<file path="config.mk">
export PLATFORM = sky130hd
export DESIGN_NAME = gol_gen_sequencer
export DESIGN_NICKNAME = d
export VERILOG_FILES = /design/src/rtl/gol_gen_sequencer.sv
export SDC_FILE = /design/constraint.sdc
export NUM_CORES = 1
export LEC_CHECK = 0
export ABC_CLOCK_PERIOD_IN_PS = 2840
export CORE_MARGIN = 4
export CORE_UTILIZATION = 47
export DETAILED_ROUTE_END_ITERATION = 6
export GPL_TIMING_DRIVEN = 1
export PLACE_DENSITY_LB_ADDON = 0.3
export SLEW_MARGIN = 10
export SYNTH_ARGS = -nofsm -noshare
export SYNTH_HDL_FRONTEND = slang
export SYNTH_SLANG_ARGS = --single-unit
</file>
<file path="constraint.sdc">
create_clock -name ph1 -period 2.84 [get_ports ph1]
set_clock_uncertainty 0.1 [all_clocks]
set_input_delay 0.568 -clock ph1 [delete_from_list [all_inputs] [get_ports ph1]]
set_output_delay 0.568 -clock ph1 [all_outputs]
set_load 0.01 [all_outputs]
</file>
<file path="src/rtl/gol_gen_sequencer.sv">
// Game of Life generation sequencer: host board load, in-place generation sweeps
// with deferred row writeback, and optional per-generation board dump.
module gol_gen_sequencer #(
   parameter int WIDTH   = 8,
   parameter int REGBITS = 3,
   parameter int GENBITS = 16
) (
   input  logic               ph1,
   input  logic               reset,
   input  logic               load_start,
   input  logic               load_valid,
   input  logic [WIDTH-1:0]   load_data,
   output logic               load_ready,
   input  logic               run_start,
   input  logic [GENBITS-1:0] n_gens,
   input  logic               dump_en,
   input  logic               abort,
   output logic               busy,
   output logic               done,
   output logic [GENBITS-1:0] gen_cnt,
   output logic               out_valid,
   input  logic               out_ready,
   output logic [WIDTH-1:0]   out_data,
   output logic [REGBITS-1:0] out_idx,
   output logic               rf_regwrite,
   output logic [REGBITS-1:0] rf_ra,
   output logic [WIDTH-1:0]   rf_wd,
   input  logic [WIDTH-1:0]   rf_row,
   input  logic [WIDTH-1:0]   next_row
);

   typedef enum logic [2:0] {
      S_IDLE, S_LOAD_ACC, S_LOAD_WR, S_GEN, S_DUMP, S_DONE
   } state_t;

   localparam logic [REGBITS-1:0] ROW_ONE    = {{(REGBITS-1){1'b0}}, 1'b1};
   localparam logic [REGBITS-1:0] ROW_LAST   = {REGBITS{1'b1}};
   localparam logic [REGBITS:0]   STEP_ONE   = {{REGBITS{1'b0}}, 1'b1};
   localparam logic [REGBITS:0]   STEP_THREE = {{(REGBITS-1){1'b0}}, 2'b11};
   localparam logic [REGBITS:0]   STEP_W0    = {(REGBITS+1){1'b1}};
   localparam logic [REGBITS:0]   STEP_WLAST = {{REGBITS{1'b1}}, 1'b0};
   localparam logic [GENBITS-1:0] GEN_ONE    = {{(GENBITS-1){1'b0}}, 1'b1};

   state_t               state_q, state_d;
   logic [REGBITS:0]     step_q, step_d;
   logic [REGBITS-1:0]   load_idx_q, load_idx_d;
   logic [REGBITS-1:0]   out_idx_q, out_idx_d;
   logic [WIDTH-1:0]     stage_q, stage_d;
   logic [WIDTH-1:0]     hold0_q, hold0_d;
   logic [WIDTH-1:0]     pend_q, pend_d;
   logic [WIDTH-1:0]     cur_q, cur_d;
   logic [GENBITS-1:0]   n_gens_q, n_gens_d;
   logic [GENBITS-1:0]   gen_cnt_q, gen_cnt_d;
   logic                 dump_en_q, dump_en_d;
   logic                 abort_q, abort_d;
   logic [REGBITS-1:0]   half;

   assign half    = step_q[REGBITS:1];
   assign busy    = (state_q != S_IDLE);
   assign gen_cnt = gen_cnt_q;
   assign out_idx = out_idx_q;

   always_comb begin
      state_d     = state_q;
      step_d      = step_q;
      load_idx_d  = load_idx_q;
      out_idx_d   = out_idx_q;
      stage_d     = stage_q;
      hold0_d     = hold0_q;
      pend_d      = pend_q;
      cur_d       = cur_q;
      n_gens_d    = n_gens_q;
      gen_cnt_d   = gen_cnt_q;
      dump_en_d   = dump_en_q;
      abort_d     = abort_q | ((state_q != S_IDLE) & abort);
      load_ready  = 1'b0;
      done        = 1'b0;
      out_valid   = 1'b0;
      out_data    = '0;
      rf_regwrite = 1'b0;
      rf_ra       = '0;
      rf_wd       = '0;

      case (state_q)
         S_IDLE: begin
            if (load_start) begin
               state_d    = S_LOAD_ACC;
               load_idx_d = '0;
            end else if (run_start) begin
               n_gens_d  = n_gens;
               dump_en_d = dump_en;
               gen_cnt_d = '0;
               abort_d   = 1'b0;
               step_d    = '0;
               out_idx_d = '0;
               state_d   = (n_gens == '0) ? S_DONE : S_GEN;
            end
         end
         S_LOAD_ACC: begin
            load_ready = 1'b1;
            if (load_valid) begin
               stage_d = load_data;
               state_d = S_LOAD_WR;
            end
         end
         S_LOAD_WR: begin
            rf_regwrite = 1'b1;
            rf_ra       = load_idx_q;
            rf_wd       = stage_q;
            load_idx_d  = load_idx_q + ROW_ONE;
            state_d     = (load_idx_q == ROW_LAST) ? S_IDLE : S_LOAD_ACC;
         end
         S_GEN: begin
            // Schedule: C0 C1 C2 W1 C3 W2 ... C(N-1) W(N-2) W(N-1) W0; row k is
            // written one step after row k+1 has been read.
            step_d = step_q + STEP_ONE;
            if (step_q == STEP_W0) begin
               rf_regwrite = 1'b1;
               rf_wd       = hold0_q;
               gen_cnt_d   = gen_cnt_q + GEN_ONE;
               if (dump_en_q)
                  state_d = S_DUMP;
               else if (gen_cnt_d == n_gens_q || abort_q)
                  state_d = S_DONE;
            end else if (step_q == STEP_WLAST) begin
               rf_regwrite = 1'b1;
               rf_ra       = ROW_LAST;
               rf_wd       = pend_q;
            end else if (step_q < STEP_THREE || !step_q[0]) begin
               rf_ra = (step_q < STEP_THREE) ? step_q[REGBITS-1:0] : half + ROW_ONE;
               if (rf_ra == '0)
                  hold0_d = next_row;
               else if (rf_ra == ROW_ONE)
                  pend_d = next_row;
               else
                  cur_d = next_row;
            end else begin
               rf_regwrite = 1'b1;
               rf_ra       = half;
               rf_wd       = pend_q;
               pend_d      = cur_q;
            end
         end
         S_DUMP: begin
            out_valid = 1'b1;
            rf_ra     = out_idx_q;
            out_data  = rf_row;
            if (out_ready) begin
               out_idx_d = out_idx_q + ROW_ONE;
               if (out_idx_q == ROW_LAST)
                  state_d = (gen_cnt_q == n_gens_q || abort_q) ? S_DONE : S_GEN;
            end
         end
         S_DONE: begin
            done    = 1'b1;
            state_d = S_IDLE;
         end
         default: state_d = S_IDLE;
      endcase
   end

   always_ff @(posedge ph1 or negedge reset) begin
      if (!reset) begin
         state_q    <= S_IDLE;
         step_q     <= '0;
         load_idx_q <= '0;
         out_idx_q  <= '0;
         stage_q    <= '0;
         hold0_q    <= '0;
         pend_q     <= '0;
         cur_q      <= '0;
         n_gens_q   <= '0;
         gen_cnt_q  <= '0;
         dump_en_q  <= 1'b0;
         abort_q    <= 1'b0;
      end else begin
         state_q    <= state_d;
         step_q     <= step_d;
         load_idx_q <= load_idx_d;
         out_idx_q  <= out_idx_d;
         stage_q    <= stage_d;
         hold0_q    <= hold0_d;
         pend_q     <= pend_d;
         cur_q      <= cur_d;
         n_gens_q   <= n_gens_d;
         gen_cnt_q  <= gen_cnt_d;
         dump_en_q  <= dump_en_d;
         abort_q    <= abort_d;
      end
   end

endmodule

</file>
==> impl_results.md <==
* Tot Pwr at 5.37 mW
* Worst VDD drop at 0.000439 V
* Slew headroom at 55.0%
* Diodes inserted at 0
* Crit-path cells: ha_2 > or2_4 > a21oi_4 > a211oi_2 > buf_4 > a22oi_1 > o21ai_0 > dlygate4sd2_1
* Dpl cell area at 5920 sq um
* CTS tree: yes
* TritonRoute pass-1 iters at 5
* Number of remaining DRC errors at 0
* Port Buffers at 90
* Max-slew violations at 0
* Fin cells at 719
* Post-route cell area at 6140 sq um
* CTS Hold Buffers Added at 0
* Arrival time worst endpoint at 2140 ps
* Row count at 35
* Post-synthesis simple-gate area fraction at 17.9%
* Synth top area cells: dfrtp_1 (43%), mux2_2 (14%), o21ai_0 (4.8%)
* H-tree level count at 3
* Synthesized cell area at 4620 sq um
* Drt via density at 5.72
* Post-Syn Instances at 462
* Final setup fails at 0
* Later-pin clock latency in the skew report at 370 ps
* Cell taking the most area after synthesis: dfrtp_1
* Post-synth top area share at 42.7%
* Fmax at 0.357 GHz
* Main combinational cell family by area after synthesis: simple AND/OR/NAND/NOR gates
* Die X at 107 um
* Setup_tns at 0 ps
* Async S/R FF share, synth at 100%
* Yosys cell types at 61
* WL/cell at 17.4 um
* CP startpoint kind: flop
* Number of flops mapped to enable cells by yosys at 0
* Synth Area in Compound Gates at 15.5%
* GRT Residual Overflow at 0
* Total Nets Final at 641
* WL final at 12,500 um
* First-pass GRT wire length at 21,100 um
* Slew @ Worst Pin at 673 ps
* Minimum clock period at 2800 ps
* Worst setup path class: flop to output pin
* GRT Overall Usage at 23.0%
* Status: complete, no violations
* Fin. Hold Viols at 0
* Hold Path Class: input port to asynchronous set/reset pin
* Antenna violations before repair at 0
* Crit. End Element: output pin
* Adder-Cell Fraction of Synth Area at 2.16%
* # IOs at 91
* Clock sinks at 79
* Fillers at 773
* Vias at 4,112
* Fraction of the yosys area taken by sequential cells at 42.7%
* Placed cell count at 703
* Synth warn at 0
* Routability Congestion at 0.933
* Dpl hpwl at 9510 um
* Fin crit share at 98.7%
* Top_reg_cell synth: dfrtp_1
* Area growth, synth to finish at 32.7%
* Slowest cell on the critical path: dfrtp_1
* Vias in the first global route at 4,224
* Initial DRC count at 299
* Synth Area in XOR/XNOR at 4.17%
* Num CTS Buffers at 9
* Largest net degree at the start of global routing at 45
* Layout cell share with drive strength beyond 1 at 24.7%
* MaxCap Viol Count at 0
* R2R Setup Slk at 80 ps
* Worst-case clock buffer depth at 2
* CP Max Fanout at 6
* Clock-pin slew on the worst setup and hold paths at 80 ps
* Pwr Density at 875 nW/um^2
* Post-Syn Nets at 518
* FF+latch count, synth at 79
* RSZ-0062 raised after global routing: yes
* Initial Util at 49.1%
* CTS root buffer: clkbuf_8
* Most numerous cell in the Yosys netlist: dfrtp_1
* Avg Synthesized Cell Area at 10.0 sq um
* Die area at 11,500 sq um
* Core Box Area at 9420 sq um
* Mux cell area share after synthesis at 14.6%
* Lkg Pwr at 2.58 nW
* Final ANT Viol Nets at 0
* Commonest cells in the netlist: dfrtp_1 (79), mux2_2 (56), o21ai_0 (44)
* Post-CTS Setup Bufs at 0
* Height of the chip at 107 um
* Worst path max stage delay at 400 ps
* CP required at 2170 ps
## power breakdown
part	switching (mW)	total, mW	internal (mW)
sequential	0.368	1.93	1.56
combinational	1.20	2.48	1.28
clock	0.456	0.962	0.506
## layout by cell type, fill, tap and decap left out, types with 4 or more instances in the layout
cell / count
a31oi_1: 6
and2_1: 13
o31ai_1: 7
xor2_1: 9
nor3_1: 10
dfrtp_1: 75
nor2b_1: 5
nor2_1: 21
dfrtp_2: 4
a22oi_1: 10
and4_1: 4
nor4_1: 7
nand2b_1: 4
nand4_1: 11
buf_4: 43
dlygate4sd2_1: 4
clkdlybuf4s50_1: 77
xnor2_1: 13
a21oi_1: 17
mux2_2: 56
and3_1: 4
inv_1: 11
clkbuf_8: 9
nand3_1: 9
o21ai_0: 44
ha_1: 7
nand2_1: 39
clkbuf_2: 8
## state kept, by name, summed over array words and instances (netlist names), 3 cells and up
register,cells
pend_q,8
stage_q,8
cur_q,8
gen_cnt,16
n_gens_q,16
step_q,4
state_q,3
out_idx,3
load_idx_q,3
hold0_q,8
## final cells by class
class | instances | area, sq um | area share, %
Multi-Input combinational cell | 351 | 2540 | 41.4
Sequential cell | 79 | 1980 | 32.3
Timing Repair Buffer | 133 | 1190 | 19.4
Tap cell | 129 | 161 | 2.63
Clock buffer | 9 | 124 | 2.02
Clock inverter | 7 | 103 | 1.67
Inverter | 11 | 41.3 | 0.673
## worst max-delay path: cells and delay by family, from the launching register on
family / cells / cell delay [ps]
AOI/OAI and AO/OA: 4 / 450
adders and majority gates: 1 / 220
buffers and inverters: 2 / 450
DFF: 1 / 400
and+or+nand+nor: 1 / 260
## cells by family after synthesis
kind of cell | count (synthesis)
buf+inv | 32
mux | 60
compound gates | 113
flops | 79
xor+xnor | 22
fa+ha+maj | 8
simple gates | 148
## metal layers
metal / global-route usage, % / share of wire [%] / up-vias
met5: 0 / 0 / -
met4: 5.94 / 1.0 / 0
met3: 4.33 / 6.3 / 13
met2: 35.9 / 46 / 138
met1: 32.8 / 46 / 2004
li1: - / - / 1957
## final timing paths
kind | startpoint | to | cells after the start
worst max-delay path | step_q[1] | rf_wd[7] | 8
min in group ph1 | hold0_q[6] | hold0_q[6] | 1
max in group asynchronous | reset | stage_q[6] | 2
worst min-delay path | reset | n_gens_q[6] | 1
worst min register to register | hold0_q[6] | hold0_q[6] | 1
worst max register to register | step_q[0] | state_q[1] | 8
## timing repair
| item | CTS | global route |
|---|---|---|
| gates resized for setup | 26 | 15 |
| setup endpoints to repair | 12 | 17 |
| cloned | 0 | 0 |
| pin swaps | 4 | 6 |
## metrics by stage
stage / worst slack (ps) / utilization, % / hold WS [ps]
floorplan: 135 / - / 172
global placement: -71.0 / 62.9 / 369
detailed placement: -147 / 62.9 / 380
CTS: 16.2 / 65.5 / 129
global route: -71.3 / 65.2 / 151
finish: 35.7 / 65.2 / 107
(Power assumes the default switching activity.)
